===== config.mk =====
export PLATFORM = sky130hd
export DESIGN_NAME = alu_share_arbiter
export DESIGN_NICKNAME = d
export VERILOG_FILES = /design/src/rtl/alu_share_arbiter.sv
export SDC_FILE = /design/constraint.sdc
export NUM_CORES = 1
export LEC_CHECK = 0
export BUFFER_PORTS_ARGS = -buffer_cell sky130_fd_sc_hd__clkbuf_2
export CAP_MARGIN = 40
export CELL_PAD_IN_SITES_DETAIL_PLACEMENT = 1
export CELL_PAD_IN_SITES_GLOBAL_PLACEMENT = 2
export CORE_MARGIN = 2
export CORE_UTILIZATION = 35
export CTS_CLUSTER_SIZE = 24
export DETAILED_ROUTE_END_ITERATION = 10
export HOLD_SLACK_MARGIN = 0.12
export PLACE_DENSITY = 0.95
export SLEW_MARGIN = 20
export SYNTH_ARGS = -nofsm -noshare
export SYNTH_HDL_FRONTEND = slang
export SYNTH_SLANG_ARGS = --single-unit

===== constraint.sdc =====
create_clock -name clk -period 9.5 [get_ports clk]
set_input_delay 1.9 -clock clk [delete_from_list [all_inputs] [get_ports clk]]
set_output_delay 1.9 -clock clk [all_outputs]
set_load 0.005 [all_outputs]

===== src/rtl/alu_share_arbiter.sv =====
// Round-robin share of one combinational yAlu between two requesters.
// Optional macro ALU_ARB_GRANT_CNT_EN adds saturating per-requester grant counters.
module yAlu (
    input  logic [31:0] a,
    input  logic [31:0] b,
    input  logic [2:0]  op,
    output logic [31:0] z,
    output logic        ex
);
    logic [31:0] w_b;
    logic [31:0] w_sum;

    // op[2] inverts b and supplies the carry-in, turning ADD into SUB
    always_comb begin
        w_b   = op[2] ? ~b : b;
        w_sum = a + w_b + {31'd0, op[2]};
        case (op[1:0])
            2'b00:   z = a & w_b;
            2'b01:   z = a | w_b;
            2'b10:   z = w_sum;
            default: z = {31'd0, ($signed(a) < $signed(b))};
        endcase
        ex = (z == 32'd0);
    end
endmodule

module alu_share_arbiter #(
    parameter bit RR_INIT = 1'b0,
    parameter int CNT_W   = 16
) (
    input  logic              clk,
    input  logic              rst_n,
    input  logic [1:0]        req_valid,
    output logic [1:0]        req_ready,
    input  logic [31:0]       req_a0,
    input  logic [31:0]       req_b0,
    input  logic [2:0]        req_op0,
    input  logic [31:0]       req_a1,
    input  logic [31:0]       req_b1,
    input  logic [2:0]        req_op1,
    output logic [1:0]        rsp_valid,
    input  logic [1:0]        rsp_ready,
    output logic [31:0]       rsp_z,
    output logic              rsp_zero
`ifdef ALU_ARB_GRANT_CNT_EN
    ,
    output logic [CNT_W-1:0]  grant_cnt0,
    output logic [CNT_W-1:0]  grant_cnt1
`endif
);
    typedef enum logic [1:0] {S_IDLE, S_EXEC, S_RESP} state_t;

    state_t      r_state;
    state_t      w_state_nxt;
    logic        r_ptr;
    logic        r_owner;
    logic [31:0] r_a;
    logic [31:0] r_b;
    logic [2:0]  r_op;
    logic [31:0] r_z;
    logic        r_zero;
    logic        w_grant_id;
    logic        w_accept;
    logic        w_rsp_done;
    logic [31:0] w_z;
    logic        w_ex;

    yAlu u_alu (.a(r_a), .b(r_b), .op(r_op), .z(w_z), .ex(w_ex));

    always_ff @(posedge clk) begin
        if (!rst_n) r_state <= S_IDLE;
        else        r_state <= w_state_nxt;
    end

    always_comb begin
        w_state_nxt = r_state;
        req_ready   = 2'b00;
        rsp_valid   = 2'b00;
        w_accept    = 1'b0;
        w_rsp_done  = 1'b0;
        w_grant_id  = (req_valid == 2'b11) ? ~r_ptr : req_valid[1];
        case (r_state)
            S_IDLE: begin
                // gated by rst_n so nothing looks accepted while reset is held
                if (rst_n && (req_valid != 2'b00)) begin
                    w_accept    = 1'b1;
                    req_ready   = w_grant_id ? 2'b10 : 2'b01;
                    w_state_nxt = S_EXEC;
                end
            end
            S_EXEC: w_state_nxt = S_RESP;
            S_RESP: begin
                rsp_valid = r_owner ? 2'b10 : 2'b01;
                if (rsp_ready[r_owner]) begin
                    w_rsp_done  = 1'b1;
                    w_state_nxt = S_IDLE;
                end
            end
            default: w_state_nxt = S_IDLE;
        endcase
    end

    always_ff @(posedge clk) begin
        if (!rst_n) begin
            r_ptr   <= ~RR_INIT;
            r_owner <= 1'b0;
            r_a     <= 32'd0;
            r_b     <= 32'd0;
            r_op    <= 3'd0;
            r_z     <= 32'd0;
            r_zero  <= 1'b0;
        end else begin
            if (w_accept) begin
                r_owner <= w_grant_id;
                r_a     <= w_grant_id ? req_a1  : req_a0;
                r_b     <= w_grant_id ? req_b1  : req_b0;
                r_op    <= w_grant_id ? req_op1 : req_op0;
            end
            if (r_state == S_EXEC) begin
                r_z    <= w_z;
                r_zero <= w_ex;
            end
            if (w_rsp_done) r_ptr <= r_owner;
        end
    end

    assign rsp_z    = r_z;
    assign rsp_zero = r_zero;

`ifdef ALU_ARB_GRANT_CNT_EN
    logic [CNT_W-1:0] r_cnt0;
    logic [CNT_W-1:0] r_cnt1;

    always_ff @(posedge clk) begin
        if (!rst_n) begin
            r_cnt0 <= '0;
            r_cnt1 <= '0;
        end else if (w_accept) begin
            if (!w_grant_id && (r_cnt0 != {CNT_W{1'b1}})) r_cnt0 <= r_cnt0 + CNT_W'(1);
            if (w_grant_id && (r_cnt1 != {CNT_W{1'b1}}))  r_cnt1 <= r_cnt1 + CNT_W'(1);
        end
    end

    assign grant_cnt0 = r_cnt0;
    assign grant_cnt1 = r_cnt1;
`endif
endmodule


==> results.toml <==
[synthesis]
netlist_area_mm2 = 0.00845
yosys-top-cells-count = "nor2_1 (155), inv_1 (105), dfxtp_1 (104), a211oi_1 (101), ha_1 (94)"
syn_area_per_cell_um2 = 7.88
ys_seq_elements = 104
synth_area_leaders = "dfxtp_1 (25%), ha_1 (14%), mux2i_1 (9.9%)"
synthFlopType = "dfxtp_1"
yosysTopAreaCell = "dfxtp_1"
synth_top_area_share = 0.246
post-synth-top-count-cell = "nor2_1"
synthesis.instances = 1073
synth_edf_count = 0
ys_warn_count = 0
synthesis.nets = 1308
synth_cell_types = 61
seq_area_frac_synth = 0.246
async_flop_share = 0

[global_routing]
track_usage = 0.208
overflow = 0
grt_max_degree = 74
gr-usage-met3 = 0.0258
gr-max-usage-layer = "met1"
grt_pass1_wl_um = 43000
gr-usage-met1 = 0.314
antenna_found_initial = 0
met2_usage = 0.311
grt_pass1_vias = 8067

[hold_path]
hold_path_class = "reg2reg"

[cts]
htreeDepth = 3
clock_path_buffers = 2
root_buffer = "clkbuf_16"
clkTransAtPathRegs_ns = 0.07
worstSkewPairLatency_ns = 0.36
postCtsSetupBuffers = 0
ctsResizeCount = 0
tritoncts = "yes"
cts_hold_repair.buffers = 0
clock-sinks = 104
cts_made_buffers = 9

[setup_path]
path_cells = "clkbuf_2, inv_2, or4_1, inv_4, and2_1, clkbuf_2"
slowest_stage = "or4_1"
cp.required_ns = 7.60
critPathBufInv = 4
crit_path_start_kind = "primary input"
crit_arrival_ns = 3.78
reg2reg_slack_ns = 4.99
crit_fanout = 66
cp_common_cell = "clkbuf_2"
endpoint_kind = "output port"
crit_family = "buffers and inverters"
cp_slowest_stage_delay_ns = 0.63
worstSetupPathType = "in2out"

[timing]
tightestPinTransition_ns = 0.856
fmax_mhz = 176
drv_slew = 0
slew-limit-headroom = 0.428
finalSetupViolCount = 0
fin_setup_tns_ns = 0
finClkSkew_ns = 0.0111
period_share = 0.598
rsz0062_at_grt = "no"
hold_viol = 0
finalCriticalPeriod_ns = 5.68

[routing]
via_per_inst = 5.30
num_vias = 8100
drc = 0
first_iter_violations = 408
drtPass1Iterations = 4
antenna_left = 0
wirelength_um = 26600
drt-wirelength-per-cell_um = 17.4

[place]
dp_hpwl_um = 21700
port_buffers = 176
gp_congestion = 0.891
placedCellCount = 1514

[final_layout]
final_core_util = 0.420
n_antenna_cell = 0
area.growth.synth_to_final_pct = 17.3
drive_gt1_frac = 0.182
nets = 1441
fin_cells = 1529

[floorplan]
die_width_um = 159
dieArea_mm2 = 0.0254
coreArea_mm2 = 0.0236
num_rows = 56
die_h_um = 159
initial_core_util = 0.358
pin_count = 177

[job]
drv_cap = 0

[outcome]
status = "complete, no violations"

[power_and_ir_drop]
powerDensity_mw_per_mm2 = 158
leakage_nw = 4.50
ir_drop_mv = 0.0659
## area by class of cell
class / count / area, µm²
Fill cell: 3002 / 13700
Clock buffer: 9 / 225
Tap cell: 319 / 399
Sequential cell: 104 / 2080
Inverter: 107 / 404
Timing Repair Buffer: 187 / 1010
Clock inverter: 6 / 72.6
Multi-Input combinational cell: 797 / 5720
## worst reg2reg max path, stage by stage, from the launching register on
cell and delay [ns]:
dfxtp_2 0.49, buf_16 0.25, mux2i_1 0.33, inv_1 0.12, fa_1 0.42, a21oi_1 0.23, o211ai_1 0.29, a21o_1 0.26
o21ai_0 0.45, a21oi_1 0.15, or3_1 0.33, a31oi_1 0.36, nand4_1 0.14, or4_1 0.52, o21ai_1 0.13
## path summary, 6_finish.rpt
kind / from / to / depth (start not counted)
worst max register to register: r_op[2] / rsp_zero / 14
worst min register to register: rsp_z[30] / rsp_z[30] / 2
worst min-delay path: rsp_z[30] / rsp_z[30] / 2
worst max-delay path: rst_n / req_ready[1] / 6
## per-stage QoR
stage / worst slack [ns] / total power, mW / hold slack [ns] / instance area [µm²]
2_1_floorplan: 4.24 / 0.976 / 0.448 / 8450
3_3_place_gp: 3.80 / 1.15 / 0.447 / 9540
3_5_place_dp: 3.79 / 1.18 / 0.456 / 9620
4_1_cts: 3.78 / 1.57 / 0.464 / 9910
5_1_grt: 3.65 / 1.67 / 0.494 / 9910
6_report: 3.82 / 1.56 / 0.468 / 9910
## power breakdown
group	internal (mW)	total [mW]	switching, mW
sequential	0.480	0.534	0.0534
clock	0.207	0.388	0.181
combinational	0.261	0.642	0.381
## cells by family (layout without fill, tap and decap cells)
| family | Yosys count | in the layout | synth area share |
|---|---|---|---|
| AOI/OAI and AO/OA | 285 | 285 | 0.234 |
| xor gates and xnor gates | 50 | 50 | 0.0518 |
| adders and majority gates | 96 | 96 | 0.143 |
| buffers and inverters | 172 | 309 | 0.0795 |
| DFF | 104 | 104 | 0.246 |
| muxes | 84 | 84 | 0.0995 |
| and+or+nand+nor | 282 | 282 | 0.146 |
## layer usage
layer / part of all wire / up-vias
met5: 0 / -
met4: 0.012 / 0
met3: 0.044 / 21
met2: 0.41 / 223
met1: 0.53 / 3786
li1: - / 4070
## registers in the layout, indices dropped and copies added, names as in the netlist
signal,flops
r_op,3
r_state,2
rsp_zero,1
r_owner,1
r_b,32
r_a,32
rsp_z,32
r_ptr,1
## layout by cell type (no fill, tap or decap), types with 7 or more instances in the layout
master,count
ha_1,94
a221oi_1,8
clkbuf_16,9
nand4_1,17
nor2_1,155
a211oi_1,101
a21o_1,15
nor3_1,11
nand2b_1,11
nor2b_1,7
buf_4,7
and2_1,7
nand2_1,49
mux2i_1,84
nand3_1,13
a21oi_1,50
inv_1,105
xor2_1,39
xnor2_1,11
clkbuf_2,176
o21ai_0,44
o211ai_1,12
dfxtp_1,103
No activity file was read; power rests on OpenSTA's default activity.
